--- src/rtl/trdb_pkg.sv ---
// Shared types and constants for the trace packet scheduler.
package trdb_pkg;

    localparam int unsigned BRANCH_COUNT_LEN       = 5;
    localparam int unsigned RESYNC_CNT_LEN_DEFAULT = 16;

    typedef enum logic [1:0] {
        F_OPT_EXT    = 2'h0,
        F_DIFF_DELTA = 2'h1,
        F_ADDR_ONLY  = 2'h2,
        F_SYNC       = 2'h3
    } trdb_format_e;

    typedef enum logic [1:0] {
        SF_START   = 2'h0,
        SF_TRAP    = 2'h1,
        SF_CONTEXT = 2'h2,
        SF_SUPPORT = 2'h3
    } trdb_f_sync_subformat_e;

    typedef enum logic [1:0] {
        S_IDLE    = 2'h0,
        S_SUPPORT = 2'h1,
        S_RUN     = 2'h2,
        S_HOLD    = 2'h3
    } trdb_sched_state_e;

    // Pending-event bit positions; a lower index means a higher priority.
    localparam int N_PEND     = 6;
    localparam int P_START    = 0;
    localparam int P_TRAP     = 1;
    localparam int P_CONTEXT  = 2;
    localparam int P_RESYNC   = 3;
    localparam int P_UPDISCON = 4;
    localparam int P_BMFULL   = 5;

    // One-hot of the highest-priority (lowest-index) set bit.
    function automatic logic [N_PEND-1:0] pick_highest(input logic [N_PEND-1:0] pend);
        logic [N_PEND-1:0] res;
        res = '0;
        for (int i = N_PEND - 1; i >= 0; i--) begin
            if (pend[i]) begin
                res    = '0;
                res[i] = 1'b1;
            end
        end
        return res;
    endfunction

endpackage

--- src/rtl/trdb_resync_counter.sv ---
// Saturating cycle counter that flags when the resync period is reached.
module trdb_resync_counter
    import trdb_pkg::*;
#(
    parameter int unsigned CNT_LEN = RESYNC_CNT_LEN_DEFAULT
) (
    input  logic               clk_i,
    input  logic               rst_i,
    input  logic               clear_i,
    input  logic               enable_i,
    input  logic [CNT_LEN-1:0] period_i,
    output logic               expire_o
);

    logic [CNT_LEN-1:0] cnt_q;
    logic [CNT_LEN-1:0] cnt_inc;

    assign cnt_inc = (cnt_q == '1) ? cnt_q : cnt_q + CNT_LEN'(1);

    // Fires once, on the cycle the count steps onto the period; a saturated
    // counter that happens to equal the period does not refire.
    assign expire_o = enable_i && !clear_i && (period_i != '0)
                      && (cnt_inc == period_i) && (cnt_q != period_i);

    // Count register: clear wins over increment.
    always_ff @(posedge clk_i) begin
        if (rst_i || clear_i) begin
            cnt_q <= '0;
        end else if (enable_i) begin
            cnt_q <= cnt_inc;
        end
    end

endmodule

--- src/rtl/trdb_packet_scheduler.sv ---
// Decides which trace packet to request next and holds it until accepted.
//
//   state     | meaning
//   ----------+-----------------------------------------------------------
//   S_IDLE    | trace disabled, events ignored
//   S_SUPPORT | F_SYNC/SF_SUPPORT request outstanding after enable
//   S_RUN     | tracing, no request outstanding
//   S_HOLD    | request outstanding, outputs frozen until ready_i
module trdb_packet_scheduler
    import trdb_pkg::*;
#(
    parameter int unsigned RESYNC_CNT_LEN = RESYNC_CNT_LEN_DEFAULT
) (
    input  logic                        clk_i,
    input  logic                        rst_i,
    input  logic                        enable_i,
    input  logic                        start_i,
    input  logic                        trap_i,
    input  logic                        thaddr_i,
    input  logic                        context_i,
    input  logic                        updiscon_i,
    input  logic                        bm_full_i,
    input  logic [BRANCH_COUNT_LEN-1:0] branches_i,
    input  logic [RESYNC_CNT_LEN-1:0]   resync_period_i,
    input  logic                        ready_i,
    output logic                        valid_o,
    output trdb_format_e                format_o,
    output trdb_f_sync_subformat_e      subformat_o,
    output logic                        thaddr_o,
    output logic                        branch_map_flush_o,
    output logic                        lost_o,
    output logic                        busy_o
);

    trdb_sched_state_e      state_q, state_d;
    logic                   valid_q, valid_d;
    trdb_format_e           fmt_q, fmt_d;
    trdb_f_sync_subformat_e sub_q, sub_d;
    logic                   thaddr_q, thaddr_d;
    logic                   tpend_q, tpend_d;
    logic [N_PEND-1:0]      served_q, served_d;
    logic [N_PEND-1:0]      pend_q, pend_d;
    logic                   lost_q, lost_d;
    logic                   flush_q, flush_d;

    logic                   hs;
    logic [N_PEND-1:0]      ev, kept, pend_all, sel;
    logic                   rs_expire, rs_clear, rs_enable;

    assign hs        = valid_q && ready_i;
    assign rs_enable = (state_q == S_RUN) || (state_q == S_HOLD);
    assign rs_clear  = (state_q == S_IDLE) || (hs && fmt_q == F_SYNC);

    trdb_resync_counter #(
        .CNT_LEN (RESYNC_CNT_LEN)
    ) u_resync (
        .clk_i    (clk_i),
        .rst_i    (rst_i),
        .clear_i  (rs_clear),
        .enable_i (rs_enable),
        .period_i (resync_period_i),
        .expire_o (rs_expire)
    );

    // Next state, pending bookkeeping and the next registered request.
    always_comb begin
        state_d  = state_q;
        valid_d  = valid_q;
        fmt_d    = fmt_q;
        sub_d    = sub_q;
        thaddr_d = thaddr_q;
        tpend_d  = tpend_q;
        served_d = served_q;
        pend_d   = pend_q;
        lost_d   = lost_q;
        flush_d  = hs && ((fmt_q == F_DIFF_DELTA) ||
                          (fmt_q == F_SYNC && (sub_q == SF_START || sub_q == SF_TRAP)));

        ev             = '0;
        ev[P_START]    = start_i;
        ev[P_TRAP]     = trap_i;
        ev[P_CONTEXT]  = context_i;
        ev[P_RESYNC]   = rs_expire;
        ev[P_UPDISCON] = updiscon_i;
        ev[P_BMFULL]   = bm_full_i;

        // The bit being acknowledged this cycle is free again, so a same-class
        // event arriving now is a fresh pending request rather than a loss.
        kept     = hs ? (pend_q & ~served_q) : pend_q;
        pend_all = kept | ev;
        if (pend_all[P_START]) begin
            pend_all[P_RESYNC] = 1'b0;
        end
        sel = pick_highest(pend_all);

        case (state_q)
            S_IDLE: begin
                if (enable_i) begin
                    state_d  = S_SUPPORT;
                    valid_d  = 1'b1;
                    fmt_d    = F_SYNC;
                    sub_d    = SF_SUPPORT;
                    thaddr_d = 1'b0;
                    served_d = '0;
                end
            end
            S_SUPPORT: begin
                if (hs) begin
                    valid_d = 1'b0;
                    fmt_d   = F_OPT_EXT;
                    sub_d   = SF_START;
                    state_d = enable_i ? S_RUN : S_IDLE;
                end
            end
            S_RUN, S_HOLD: begin
                if (!enable_i) begin
                    pend_d = '0;
                    if (!valid_q || hs) begin
                        state_d  = S_IDLE;
                        valid_d  = 1'b0;
                        fmt_d    = F_OPT_EXT;
                        sub_d    = SF_START;
                        thaddr_d = 1'b0;
                        served_d = '0;
                    end
                end else begin
                    pend_d = pend_all;
                    lost_d = lost_q | (|(ev & kept));
                    if (ev[P_TRAP] && !kept[P_TRAP]) begin
                        tpend_d = thaddr_i;
                    end
                    if (!valid_q || hs) begin
                        if (|pend_all) begin
                            state_d  = S_HOLD;
                            valid_d  = 1'b1;
                            served_d = sel;
                            fmt_d    = F_SYNC;
                            sub_d    = SF_START;
                            thaddr_d = 1'b0;
                            if (sel[P_TRAP]) begin
                                sub_d    = SF_TRAP;
                                thaddr_d = tpend_d;
                            end else if (sel[P_CONTEXT]) begin
                                sub_d = SF_CONTEXT;
                            end else if (sel[P_UPDISCON]) begin
                                fmt_d = (branches_i == '0) ? F_ADDR_ONLY : F_DIFF_DELTA;
                            end else if (sel[P_BMFULL]) begin
                                fmt_d = F_DIFF_DELTA;
                            end
                        end else begin
                            state_d  = S_RUN;
                            valid_d  = 1'b0;
                            fmt_d    = F_OPT_EXT;
                            sub_d    = SF_START;
                            thaddr_d = 1'b0;
                            served_d = '0;
                        end
                    end
                end
            end
            default: state_d = S_IDLE;
        endcase
    end

    // State and request registers.
    always_ff @(posedge clk_i) begin
        if (rst_i) begin
            state_q  <= S_IDLE;
            valid_q  <= 1'b0;
            fmt_q    <= F_OPT_EXT;
            sub_q    <= SF_START;
            thaddr_q <= 1'b0;
            tpend_q  <= 1'b0;
            served_q <= '0;
            pend_q   <= '0;
            lost_q   <= 1'b0;
            flush_q  <= 1'b0;
        end else begin
            state_q  <= state_d;
            valid_q  <= valid_d;
            fmt_q    <= fmt_d;
            sub_q    <= sub_d;
            thaddr_q <= thaddr_d;
            tpend_q  <= tpend_d;
            served_q <= served_d;
            pend_q   <= pend_d;
            lost_q   <= lost_d;
            flush_q  <= flush_d;
        end
    end

    assign valid_o            = valid_q;
    assign format_o           = fmt_q;
    assign subformat_o        = sub_q;
    assign thaddr_o           = thaddr_q;
    assign branch_map_flush_o = flush_q;
    assign lost_o             = lost_q;
    assign busy_o             = (state_q != S_IDLE);

endmodule

--- config.mk ---
export PLATFORM = sky130hd
export DESIGN_NAME = trdb_packet_scheduler
export DESIGN_NICKNAME = d
export VERILOG_FILES = /design/src/rtl/trdb_pkg.sv /design/src/rtl/trdb_resync_counter.sv /design/src/rtl/trdb_packet_scheduler.sv
export SDC_FILE = /design/constraint.sdc
export NUM_CORES = 1
export LEC_CHECK = 0
export ABC_AREA = 1
export ABC_CLOCK_PERIOD_IN_PS = 4500
export CORE_ASPECT_RATIO = 1.25
export CORE_MARGIN = 2
export CORE_UTILIZATION = 59
export CTS_CLUSTER_DIAMETER = 120
export DETAILED_ROUTE_END_ITERATION = 12
export GPL_ROUTABILITY_DRIVEN = 0
export PLACE_DENSITY = 0.95
export RECOVER_POWER = 50
export REMOVE_ABC_BUFFERS = 1
export SLEW_MARGIN = 20
export SYNTH_ARGS = -nofsm -noshare
export SYNTH_HDL_FRONTEND = slang
export SYNTH_SLANG_ARGS = --single-unit
--- constraint.sdc ---
create_clock -name clk_i -period 4.5 [get_ports clk_i]
set_clock_uncertainty 0.1 [all_clocks]
set_input_delay 1.125 -clock clk_i [delete_from_list [all_inputs] [get_ports clk_i]]
set_output_delay 1.125 -clock clk_i [all_outputs]
set_load 0.01 [all_outputs]
== Word-level counts from Yosys, hierarchy flattened ==
Cells that the tools add are included.

* Reductions and logical operators: 30
* Equality and inequality tests: 12
* $add $sub $neg: 1
* Muxes and demuxes: 55
* Bitwise operators: 5

{| class="wikitable"
|+ Operators by type and width
! cell !! count
|-
| 6-bit 2-to-1 mux || 13
|-
| 2-bit 2-to-1 mux || 21
|-
| 2-bit case mux with 3 select lines || 3
|-
| 16-bit by 1-bit adder with 16-bit output (second input constant) || 1
|-
| 16-bit equality test || 1
|-
| 16-bit equality test (second input constant) || 1
|-
| 16-bit 2-to-1 mux || 1
|-
| 16-bit inequality test || 1
|-
| 16-bit nonzero test || 1
|-
| 1-bit 2-to-1 mux || 14
|-
| 6-bit AND || 2
|-
| 6-bit case mux with 2 select lines || 1
|-
| 6-bit OR reduction || 2
|-
| 1-bit logical AND || 9
|-
| 2-bit by 1-bit equality test with 1-bit output (second input constant) || 3
|-
| 2-bit equality test (second input constant) || 3
|-
| 1-bit logical OR || 6
|-
| 2-bit inequality test (second input constant) || 3
|-
| 6-bit NOT || 1
|-
| 6-bit OR || 1
|-
| 3-bit AND reduction || 2
|-
| 5-bit logical NOT || 1
|-
| 2-bit logical NOT || 2
|-
| 2-bit nonzero test || 2
|-
| 6 further kinds || 8
|}

* Bits of input ports: 31
* Bits in registers: 39
* Logic and storage cells: 114

== Longest topological paths before layout ==
* Word-level depth: 23
* Depth in mapped cells: 19

== Cells and area by module ==
Synthesis repeated with hierarchy kept, for this count alone.

* Cell total of the unflattened synthesis: 475
* Area total of the unflattened synthesis: 2846.5 um^2

{| class="wikitable"
|+ By module, submodules not included
! module !! area each (um^2) !! cells each !! instances
|-
| trdb_resync_counter || 1699.1 || 311 || 1
|-
| trdb_packet_scheduler || 1147.4 || 164 || 1
|}

== Least setup slack after synthesis ==
No wires, ideal clock.

* Kind: input to register
* Start: input port ready_i
* End: register fmt_q[0] (netlist: format_o[0])
* Setup slack: 1.948 ns
* Data required time: 4.269 ns
* Data arrival time: 2.322 ns
* Setup time: 0.131 ns
* Path buffers: 0
* Stages: 13
* Cells stage by stage: nand2_1 -> inv_1 -> nand2_1 -> nand2_1 -> nand2_1 -> nor2_1 -> inv_1 -> nor2_1 -> nand4_2 -> nand2_2 -> nand2_2 -> nand3_1 -> a21oi_2

* Longest elaborated chain between the ends: 21
* Elaborated cells between the ends (all ways): 28
* Those cells by class: 2 x eq/ne; 14 x mux; 1 x bitwise; 11 x reduce/logical

{| class="wikitable"
|+ RTL lines
! what !! line !! source
|-
| start, declared || trdb_packet_scheduler.sv:25 || <nowiki>input logic ready_i,</nowiki>
|-
| 1-bit logical AND (*) || trdb_packet_scheduler.sv:50 || <nowiki>assign hs = valid_q && ready_i;</nowiki>
|-
| 1-bit logical AND || trdb_packet_scheduler.sv:52 || <nowiki>assign rs_clear = (state_q == S_IDLE) || (hs && fmt_q == F_SYNC);</nowiki>
|-
| 1-bit logical OR || trdb_packet_scheduler.sv:52 ||
|-
| 1-bit logical NOT || trdb_resync_counter.sv:22 || <nowiki>assign expire_o = enable_i && !clear_i && (period_i != '0)</nowiki>
|-
| 1-bit logical AND (2 in a row) || trdb_resync_counter.sv:22 ||
|-
| 1-bit logical AND (2 in a row) || trdb_resync_counter.sv:23 || <nowiki>&& (cnt_inc == period_i) && (cnt_q != period_i);</nowiki>
|-
| 6-bit OR || trdb_packet_scheduler.sv:90 || <nowiki>pend_all = kept | ev;</nowiki>
|-
| 1-bit 2-to-1 mux || trdb_packet_scheduler.sv:91 || <nowiki>if (pend_all[P_START]) begin</nowiki>
|-
| 6-bit 2-to-1 mux (4 in a row) || trdb_pkg.sv:42 || <nowiki>if (pend[i]) begin</nowiki>
|-
| 2-bit 2-to-1 mux || trdb_packet_scheduler.sv:145 || <nowiki>end else if (sel[P_UPDISCON]) begin</nowiki>
|-
| 2-bit 2-to-1 mux || trdb_packet_scheduler.sv:143 || <nowiki>end else if (sel[P_CONTEXT]) begin</nowiki>
|-
| 2-bit 2-to-1 mux || trdb_packet_scheduler.sv:140 || <nowiki>if (sel[P_TRAP]) begin</nowiki>
|-
| 2-bit 2-to-1 mux || trdb_packet_scheduler.sv:133 || <nowiki>if (|pend_all) begin</nowiki>
|-
| 2-bit 2-to-1 mux || trdb_packet_scheduler.sv:132 || <nowiki>if (!valid_q || hs) begin</nowiki>
|-
| 2-bit 2-to-1 mux || trdb_packet_scheduler.sv:116 || <nowiki>if (!enable_i) begin</nowiki>
|-
| 2-bit case mux with 3 select lines || trdb_packet_scheduler.sv:96 || <nowiki>case (state_q)</nowiki>
|-
| end signal, assigned || trdb_packet_scheduler.sv:181 || <nowiki>fmt_q <= fmt_d;</nowiki>
|-
| end, declared || trdb_packet_scheduler.sv:37 || <nowiki>trdb_format_e fmt_q, fmt_d;</nowiki>
|}

Every way passes the cells marked *; elsewhere a longest branch is shown, timed or not. The select of a mux whose other input is x is not followed.
A chain may end at the register's enable or synchronous reset.

== Final worst setup path ==
* Start: input port ready_i
* End: register fmt_q[1] (netlist: format_o[1])

* Longest elaborated chain between the ends: 22
* Elaborated cells between the ends (all ways): 30
* Those cells by class: 2 x eq/ne; 16 x mux; 1 x bitwise; 11 x reduce/logical

{| class="wikitable"
|+ RTL lines
! what !! line !! source
|-
| 1-bit logical AND (*) || trdb_packet_scheduler.sv:50 ||
|-
| 1-bit logical AND || trdb_packet_scheduler.sv:52 ||
|-
| 1-bit logical OR || trdb_packet_scheduler.sv:52 ||
|-
| 1-bit logical NOT || trdb_resync_counter.sv:22 ||
|-
| 1-bit logical AND (2 in a row) || trdb_resync_counter.sv:22 ||
|-
| 1-bit logical AND (2 in a row) || trdb_resync_counter.sv:23 ||
|-
| 6-bit OR || trdb_packet_scheduler.sv:90 ||
|-
| 1-bit 2-to-1 mux || trdb_packet_scheduler.sv:91 ||
|-
| 6-bit 2-to-1 mux (4 in a row) || trdb_pkg.sv:42 ||
|-
| 2-bit 2-to-1 mux || trdb_packet_scheduler.sv:147 || <nowiki>end else if (sel[P_BMFULL]) begin</nowiki>
|-
| 2-bit 2-to-1 mux || trdb_packet_scheduler.sv:145 ||
|-
| 2-bit 2-to-1 mux || trdb_packet_scheduler.sv:143 ||
|-
| 2-bit 2-to-1 mux || trdb_packet_scheduler.sv:140 ||
|-
| 2-bit 2-to-1 mux || trdb_packet_scheduler.sv:133 ||
|-
| 2-bit 2-to-1 mux || trdb_packet_scheduler.sv:132 ||
|-
| 2-bit 2-to-1 mux || trdb_packet_scheduler.sv:116 ||
|-
| 2-bit case mux with 3 select lines || trdb_packet_scheduler.sv:96 ||
|}

Marked as above.

==> flow_summary.json <==
{
  "status": "finished clean",
  "rows": 27,
  "drt_wl_total_um": 7785,
  "drive_gt1_share_pct": 6.694,
  "cts_tree": "yes",
  "cp_top_family": "simple AND/OR/NAND/NOR gates",
  "hold_start": "pend_q[3]$_SDFFE_PP0N_",
  "critPathRequiredTime_ps": 4590,
  "clkSlewWorstSetupHoldPaths_ps": 80,
  "cp_max_fo": 7,
  "h-tree-depth": 2,
  "antenna_found_initial": 0,
  "syn_area_sq_um": 2724,
  "hold_path_end": "pend_q[3]$_SDFFE_PP0N_",
  "yosysWarnings": 0,
  "drt-pass1-iter-count": 5,
  "drt_iter0_drc": 330,
  "rr_worst_depth": 17,
  "powerDensity_nw_per_um2": 242.0,
  "rsz0062_at_grt": "false",
  "yosysSeqAreaShare_pct": 27.93,
  "crit_top_cell": "nand2_1",
  "slowest_delay_ps": 560,
  "worstMarginPinSlew_ps": 792.7,
  "avgViaCountPerCell": 5.799,
  "wl_per_cell_um": 14.13,
  "min_period_ps": 3096,
  "chipHeight_um": 79.97,
  "stdcell_area_sq_um": 3249,
  "hold_viol": 0,
  "final_nets": 524,
  "first_global_vias": 3058,
  "crit_slowest_cell": "dlygate4sd3_1",
  "detail-route-antenna-nets": 0,
  "yosys-top-cells-count": "nand2_1 (126), inv_1 (64), nor2_1 (53), dfxtp_1 (38), a21oi_1 (33)",
  "coreArea_sq_um": 4425,
  "dp_cells": 543,
  "path_cells": "dlygate4sd3_1, nand2_1, inv_1, nand2_1, nand2_1, nand2_1, nor2_1, inv_1, nor2_1, nand4_2, nand2_2, nand2_2, nand3_1, a21oi_2",
  "design.die.area_sq_um": 5180,
  "ys_seq_elements": 38,
  "synth_cell_types": 33,
  "ir_drop_mv": 0.1972,
  "synth.avg_cell_area_sq_um": 6.000,
  "dieWidth_um": 64.78,
  "cts.sinks": 38,
  "total_power_mw": 0.7862,
  "clock.fmax_mhz": 323.0,
  "drc": 0,
  "start_util_pct": 61.55,
  "cts_made_buffers": 5,
  "r2r-start": "u_resync.cnt_q[1]$_SDFFE_PP0N_",
  "root_buffer": "clkbuf_8",
  "whs_ps": 372.7,
  "grt_use_total_pct": 31.58,
  "cp-start-kind": "input pin",
  "clk_latency_ps": 310,
  "diodes": 0,
  "stdcell_count": 551,
  "place_hpwl_um": 5763,
  "async_flop_share_pct": 0,
  "setup_viol_count_final": 0,
  "io_buffers": 39,
  "io_pins": 40,
  "synth_top_cell_by_area": "dfxtp_1",
  "synth_edf_count": 0,
  "relSlewSlack_pct": 47.15,
  "min_path_cells": 2,
  "synth_most_common_cell": "nand2_1",
  "syn-instance-count": 454,
  "slew_violations": 0,
  "area_growth_pct": 19.29,
  "grt_max_degree": 24,
  "cp_num_buf_inv": 3,
  "synth_ff_type": "dfxtp_1",
  "period_share_pct": 68.80,
  "hold_class": "register to register",
  "drv_cap": 0,
  "num_vias": 3195,
  "grt-ovfl-total": 0,
  "cts-resized-gates": 0,
  "cts_hold_buffers": 0,
  "crit_arrival_ps": 3190,
  "endpoint_kind": "register",
  "yosysTopAreaCellShare_pct": 27.93,
  "r2r_end": "format_o[1]$_SDFFE_PP0P_",
  "final.setup.tns_ps": 0,
  "cts_setup_buffers": 0,
  "p_leak_nw": 1.443,
  "synthTopCellsByArea": "dfxtp_1 (28%), nand2_1 (17%), inv_1 (8.8%)",
  "placed_area_sq_um": 3154,
  "reg2reg_slack_ps": 1660,
  "worst-setup-path-type": "input pin to register",
  "grt_pass1_wl_um": 12850,
  "clk_path_buf_depth": 2
}
==> sequential cells by signal, summed over array words and instances (netlist names) <==
signal	cells
served_q	6
tpend_q	1
thaddr_o	1
subformat_o	2
state_q	2
format_o	2
u_resync.cnt_q	16
branch_map_flush_o	1
lost_o	1
pend_q	6
==> tightest hold or removal path, delay by kind of cell (launching register included) <==
kind            cells  cell delay (ps)
compound gates      1               50
flops               1              320
simple gates        1               60
==> cells by family (layout without fill, tap and decap cells) <==
| kind of cell | after synthesis | in the layout | share of synthesized area, % |
|---|---|---|---|
| and+or+nand+nor | 244 | 244 | 39.41 |
| buffers and inverters | 79 | 118 | 11.39 |
| AOI/OAI and AO/OA | 72 | 72 | 14.38 |
| DFF | 38 | 38 | 27.93 |
| xor gates and xnor gates | 20 | 20 | 6.431 |
| adders and majority gates | 1 | 1 | 0.4593 |
==> cells in the final DEF, fill, tap and decap left out, drive strengths merged, types with 2 or more instances in the layout <==
cell,instances
clkinv,3
a21oi,35
nand4,15
dfxtp,38
nand3,26
nand2,134
clkbuf,6
xor2,9
nor3,6
xnor2,11
o211ai,3
nand3b,2
buf,3
inv,66
o21ai,29
clkdlybuf4s50,30
nor2,59
dlygate4sd3,9
a211oi,2
==> per-stage QoR <==
step | setup WS [ps] | util [%]
final | 1404 | 73.42
after global routing | 1159 | 73.42
after CTS | 1526 | 73.42
after detailed placement | 1216 | 71.28
after global placement | 1312 | 71.28
after floorplan | 1961 | -
==> worst max path at each step <==
stage          slack [ps]    start                        to  cells after the start
2_1_floorplan        1960  ready_i  format_o[0]$_SDFFE_PP0P_                     13
3_3_place_gp         1310  ready_i  format_o[1]$_SDFFE_PP0P_                     14
3_5_place_dp         1220  ready_i  format_o[0]$_SDFFE_PP0P_                     14
4_1_cts              1530  ready_i  format_o[0]$_SDFFE_PP0P_                     14
5_1_grt              1160  ready_i  format_o[0]$_SDFFE_PP0P_                     14
6_report             1400  ready_i  format_o[1]$_SDFFE_PP0P_                     14
==> cell type report <==
| type | count | area, sq um |
|---|---|---|
| tap | 58 | 72.57 |
| clock buffer | 6 | 82.58 |
| timing repair buffer | 42 | 412.9 |
| multi-input combinational | 337 | 1653 |
| fill | 368 | 1176 |
| sequential | 38 | 760.7 |
| inverter | 68 | 255.2 |
| clock inverter | 2 | 12.51 |
==> report_power, final <==
group	internal (mW)	switching, mW
combinational	0.0703	0.0936
clock	0.123	0.135
sequential	0.352	0.0123
==> metal layers <==
metal	GRT usage (%)	vias to the layer above	routed length, um
met5	0	-	0
met4	18.72	0	395
met3	5.219	46	562
met2	58.97	201	3989
met1	32.41	1430	2838
li1	-	1518	-
(Power assumes the default switching activity.)
